--- src/rtl/hls_deadlock_pkg.sv ---
// hls_deadlock_pkg: shared state, constants and types for the deadlock reporter
package hls_deadlock_pkg;
    typedef enum logic [1:0] {IDLE, CONFIRM, SEND, DONE} state_t;
    localparam logic [7:0] REPORT_MAGIC = 8'hDE;
    localparam int REPORT_WORDS = 6;
    typedef logic [2:0] word_idx_t;
endpackage

--- src/rtl/hls_deadlock_confirm_ctr.sv ---
// hls_deadlock_confirm_ctr: qualifies block as held for CONFIRM_CYCLES consecutive cycles
module hls_deadlock_confirm_ctr #(
    parameter int CONFIRM_CYCLES = 16
) (
    input  logic clock,
    input  logic reset,
    input  logic block,
    input  logic enable,
    output logic confirmed
);
    localparam int CW = CONFIRM_CYCLES > 1 ? $clog2(CONFIRM_CYCLES) : 1;
    logic [CW-1:0] cnt;
    assign confirmed = enable && block && cnt == CW'(CONFIRM_CYCLES - 1);
    always_ff @(posedge clock or posedge reset)
        if (reset) cnt <= '0;
        else cnt <= (enable && block && !confirmed) ? cnt + 1'b1 : '0;
endmodule

--- src/rtl/hls_deadlock_reporter.sv ---
// hls_deadlock_reporter: confirms a deadlock, snapshots the block vectors and streams a 6-word report
module hls_deadlock_reporter
    import hls_deadlock_pkg::*;
#(
    parameter int NUM_PROC       = 17,
    parameter int AXIS_W         = 7,
    parameter int CONFIRM_CYCLES = 16,
    parameter int WORD_W         = 32
) (
    input  logic                clock,
    input  logic                reset,
    input  logic                block,
    input  logic [NUM_PROC-1:0] process_idle_vec,
    input  logic [NUM_PROC-1:0] process_chan_block_vec,
    input  logic [NUM_PROC-1:0] process_axis_block_vec,
    input  logic [AXIS_W-1:0]   axis_block_sigs,
    input  logic                clear,
    output logic [WORD_W-1:0]   rpt_tdata,
    output logic                rpt_tvalid,
    input  logic                rpt_tready,
    output logic                rpt_tlast,
    output logic                deadlock_flag,
    output logic [15:0]         event_count
);
    state_t state;
    word_idx_t idx;
    logic [31:0] ts, ts_snap;
    logic [NUM_PROC-1:0] idle_snap, chan_snap, axisb_snap;
    logic [AXIS_W-1:0] sigs_snap;
    logic confirmed;
    hls_deadlock_confirm_ctr #(.CONFIRM_CYCLES(CONFIRM_CYCLES)) u_ctr (
        .clock(clock),
        .reset(reset),
        .block(block),
        .enable(state == IDLE || state == CONFIRM),
        .confirmed(confirmed)
    );
    always_comb
        rpt_tdata = !rpt_tvalid ? '0 :
                    idx == 3'd0 ? WORD_W'({REPORT_MAGIC, 8'(NUM_PROC), event_count}) :
                    idx == 3'd1 ? WORD_W'(idle_snap) :
                    idx == 3'd2 ? WORD_W'(chan_snap) :
                    idx == 3'd3 ? WORD_W'(axisb_snap) :
                    idx == 3'd4 ? WORD_W'(sigs_snap) : WORD_W'(ts_snap);
    assign rpt_tlast = rpt_tvalid && idx == word_idx_t'(REPORT_WORDS - 1);
    always_ff @(posedge clock or posedge reset)
        if (reset) begin
            state         <= IDLE;
            idx           <= '0;
            ts            <= '0;
            ts_snap       <= '0;
            idle_snap     <= '0;
            chan_snap     <= '0;
            axisb_snap    <= '0;
            sigs_snap     <= '0;
            rpt_tvalid    <= 1'b0;
            deadlock_flag <= 1'b0;
            event_count   <= '0;
        end else begin
            ts <= ts + 1'b1;
            case (state)
                IDLE, CONFIRM:
                    if (confirmed) begin
                        state         <= SEND;
                        idle_snap     <= process_idle_vec;
                        chan_snap     <= process_chan_block_vec;
                        axisb_snap    <= process_axis_block_vec;
                        sigs_snap     <= axis_block_sigs;
                        ts_snap       <= ts;
                        deadlock_flag <= 1'b1;
                        rpt_tvalid    <= 1'b1;
                        idx           <= '0;
                        if (event_count != 16'hFFFF) event_count <= event_count + 1'b1;
                    end else state <= block ? CONFIRM : IDLE;
                SEND:
                    if (rpt_tready) begin
                        idx <= idx + 1'b1;
                        if (idx == word_idx_t'(REPORT_WORDS - 1)) begin
                            state      <= DONE;
                            rpt_tvalid <= 1'b0;
                        end
                    end
                DONE:
                    if (clear) begin
                        state         <= IDLE;
                        deadlock_flag <= 1'b0;
                    end
                default: state <= IDLE;
            endcase
        end
endmodule
--- config.mk ---
export PLATFORM = sky130hd
export DESIGN_NAME = hls_deadlock_reporter
export DESIGN_NICKNAME = d
export VERILOG_FILES = /design/src/rtl/hls_deadlock_pkg.sv /design/src/rtl/hls_deadlock_confirm_ctr.sv /design/src/rtl/hls_deadlock_reporter.sv
export SDC_FILE = /design/constraint.sdc
export NUM_CORES = 1
export LEC_CHECK = 0
export ABC_CLOCK_PERIOD_IN_PS = 5300
export BUFFER_PORTS_ARGS = -buffer_cell sky130_fd_sc_hd__buf_2
export CAP_MARGIN = 40
export CELL_PAD_IN_SITES_DETAIL_PLACEMENT = 1
export CELL_PAD_IN_SITES_GLOBAL_PLACEMENT = 1
export CORE_AREA = 2 2 134 136
export CTS_CLUSTER_SIZE = 28
export DETAILED_ROUTE_END_ITERATION = 16
export DIE_AREA = 0 0 136 138
export PLACE_DENSITY = 0.91
export SLEW_MARGIN = 15
export SYNTH_ARGS = -nofsm -noshare
export SYNTH_HDL_FRONTEND = slang
export SYNTH_HIERARCHICAL = 1
export SYNTH_SLANG_ARGS = --single-unit
export TNS_END_PERCENT = 5
--- constraint.sdc ---
create_clock -name clock -period 5.3 [get_ports clock]
set_input_delay 0.265 -clock clock [delete_from_list [all_inputs] [get_ports clock]]
set_output_delay 0.265 -clock clock [all_outputs]
set_load 0.01 [all_outputs]
==> flow_summary.toml <==
[cts]
clk_transition_reported_paths_ns = 0.06
worst_skew_pair.late_latency_ns = 0.43
cts.path.max_buffers = 2
htree_levels = 4
cts_resized = 0
number_of_buffers_added_by_the_clock_tree_synthesis_step = 17
post-cts-setup-buffers = 0
cts.root.buffer_cell = "sky130_fd_sc_hd__clkbuf_16"
tritoncts = "built"
clock-sinks = 149
ctsHoldBuffers = 1

[timing]
finalMaxSlewViolations = 0
endpoints_failing_hold = 0
worst_clock_skew_ns = 0.0107
slew-limit-headroom_pct = 44.3
timing.final.crit_share_pct = 69.4
final.hold.worst_slack_ns = 0.0236
setup_viol = 0
rsz0062_at_grt = "false"
fmax_ghz = 0.272
period_needed_ns = 3.68
worst_slew_pin_slew_ns = 0.832
timing.setup.tns_ns = 0
layout_setup_ws_ns = 1.62

[global_routing]
gr-usage-all-layers_pct = 25.0
gr-total-overflow = 0
grt_start_max_net_pins = 58
first_global_vias = 6828
grt_pass1_wl_mm = 36.5
grt_antenna_before_repair = 0

[yosys]
synth_xor_xnor_area_share_pct = 5.37
synth.net_count = 895
synthesis.area_mm2 = 0.00734
synth.yosys.warnings = 6
muxShareOfSynthArea_pct = 1.36
synth.avg_cell_area_um2 = 8.91
synth_top_family_by_area = "simple AND/OR/NAND/NOR gates"
synthAdderAreaFrac_pct = 1.36
yosys_most_used_dff = "sky130_fd_sc_hd__dfrtp_1"
synth_edf_count = 0
synth-compound-area-share_pct = 9.27
syn_inst = 824
seq_area_frac_synth_pct = 50.8
synthSimpleGateAreaFrac_pct = 27.9
synth.ff_latch_count = 149
ys_types = 49
asyncSetResetFlopFracSynth_pct = 100

[die]
ioPinCount = 114
die_height_um = 138
initial_core_util_pct = 41.9
dieArea_mm2 = 0.0188
coreArea_mm2 = 0.0175
rows = 49
die_x_um = 136

[layout]
multiInputGateArea_mm2 = 0.00334
final_area_mm2 = 0.00878
areaGrowthSynthToFinish_pct = 19.6
num_antenna_cells = 0
post_route_cells_drive_above_1_share_pct = 19.3
area.sequential_mm2 = 0.00373
final.fill_count = 2106
most-common-layout-cells = "sky130_fd_sc_hd__nand2_1 (283), sky130_fd_sc_hd__dfrtp_1 (149), sky130_fd_sc_hd__buf_2 (113), sky130_fd_sc_hd__xnor2_1 (31), sky130_fd_sc_hd__o21ai_0 (29)"
final_common_cell = "sky130_fd_sc_hd__nand2_1"
num-nets-final = 993

[worst_setup_path]
crit_path_start_kind = "flip-flop"
timing.critical_path.fanout_max = 20
cp.required_ns = 5.04
timing_worst_setup_path_type = "flip-flop to output pin"
critical_path.endpoint_type = "output pin"
critical_path_arrival_ns = 3.41

[pwr]
power-per-cell-area_mw_per_mm2 = 285
internal_power_uw = 1950
maximum_vdd_drop_uv = 196
static-leakage-power_uw = 0.00450
power_frac_seq_pct = 45.7
power.switching_fraction_pct = 22.3
total_design_power_uw = 2510
power.clock.fraction_pct = 49.8
netSwitchingPower_uw = 560
share_comb_of_total_power_pct = 4.5

[placement]
detailed_place_hpwl_mm = 15.4
place.port_buffers = 113
detailed_place.area_mm2 = 0.00817
gp_routability_congestion = 0.895
detailedPlace.worstSlack_ns = 2.20

[routing]
remaining_drc_errors = 0
antenna_violating_nets_post_route = 0
drt-pass1-iter-count = 5
routed_wirelength_mm = 22.8
drt_iter0_markers = 482
routed_via_density = 5.53
vias = 6440
wirelength_per_cell_um = 19.5

[flow_run]
cap_viol_max_count = 0

[outcome]
result_of_the_run = "finished clean"

[worst_hold_path]
hold_path_class = "input pin to flip-flop"
[routing by layer]
layer | global-route usage [%] | vias to the layer above | part of all wire, %
met4 | 11.0 | 0 | 3.5
li1 | - | 2946 | -
met2 | 41.4 | 187 | 50
met1 | 31.2 | 3246 | 41
met3 | 5.54 | 61 | 5.1
met5 | 0 | - | 0
[worst max-delay path: stages, from the launching register on]
cell                       delay (ns)
sky130_fd_sc_hd__dfrtp_1         0.42
sky130_fd_sc_hd__inv_1           0.14
sky130_fd_sc_hd__ha_1            0.70
sky130_fd_sc_hd__and2_1          0.74
sky130_fd_sc_hd__mux2_2          0.43
sky130_fd_sc_hd__o221ai_1        0.23
sky130_fd_sc_hd__a21boi_0        0.15
sky130_fd_sc_hd__buf_2           0.16
[power by group through the flow]
stage	clock network [uW]	registers (uW)	logic, uW
2_1_floorplan	0	1160	60.3
3_3_place_gp	0	1170	101
5_1_grt	1310	1150	123
6_report	1250	1150	112
4_1_cts	1270	1150	113
3_5_place_dp	0	1170	110
[path summary, 6_finish.rpt]
path | startpoint | to | slack (ns) | depth (start not counted)
setup / recovery | idx[0]$_DFFE_PP0P_ | rpt_tdata[4] | 1.62 | 7
hold reg to reg | ts_snap[22]$_DFFE_PP0P_ | ts_snap[22]$_DFFE_PP0P_ | 0.47 | 2
max in group asynchronous | reset | idx[1]$_DFFE_PP0P_ | 3.53 | 5
setup reg to reg | state[1]$_DFFE_PP0P_ | event_count[3]$_DFFE_PP0P_ | 2.39 | 8
hold / removal | process_idle_vec[6] | idle_snap[6]$_DFFE_PP0P_ | 0.02 | 3
min in group asynchronous | reset | u_ctr/cnt[1]$_DFF_PP0_ | 0.31 | 3
[logic make-up after synthesis]
family | Yosys count
fa+ha+maj | 8
flops | 149
compound gates | 103
mux | 9
simple gates | 439
buf+inv | 71
xor+xnor | 45
[stage by stage]
step / util [%] / cells
after CTS: 50.1 / 1164
after floorplan: - / 824
after global routing: 50.1 / 1164
after detailed placement: 46.6 / 1131
final: 50.1 / 1164
after global placement: 46.0 / 1126
[state kept, by name (all words and copies together), names as in the netlist]
signal         flops
ts                32
ts_snap           32
axisb_snap        17
chan_snap         17
idle_snap         17
event_count       16
sigs_snap          7
u_ctr/cnt          4
idx                3
state              2
deadlock_flag      1
rpt_tvalid         1
[cell usage after synthesis (all sizes together), types with 2 or more instances]
cell type	count	area, um2
a21boi	17	128
a21oi	16	83.8
a221oi	16	140
a31oi	2	12.5
and2	2	12.5
and3	16	100
and4	7	63.8
buf	21	98.9
clkbuf	27	101
dfrtp	149	3730
ha	8	100
inv	23	86.3
mux2	8	90.1
nand2	284	1070
nand2b	19	119
nand3	12	70.1
nand4	22	144
nor2	24	92.6
nor2b	16	100
nor3	13	81.3
nor3b	9	67.6
nor4	2	12.5
o21ai	29	145
o221ai	7	61.3
o22ai	11	68.8
or4	7	52.6
xnor2	31	272
xor2	14	123
[cell type report]
| cell class | count | area share, % |
|---|---|---|
| Sequential cell | 149 | 42.5 |
| Multi-Input combinational cell | 604 | 38.0 |
| Timing Repair Buffer | 127 | 8.33 |
| Clock buffer | 20 | 5.20 |
| Tap cell | 229 | 3.26 |
| Clock inverter | 12 | 1.72 |
| Inverter | 23 | 1.04 |
Power figures use the tool's default switching activity.
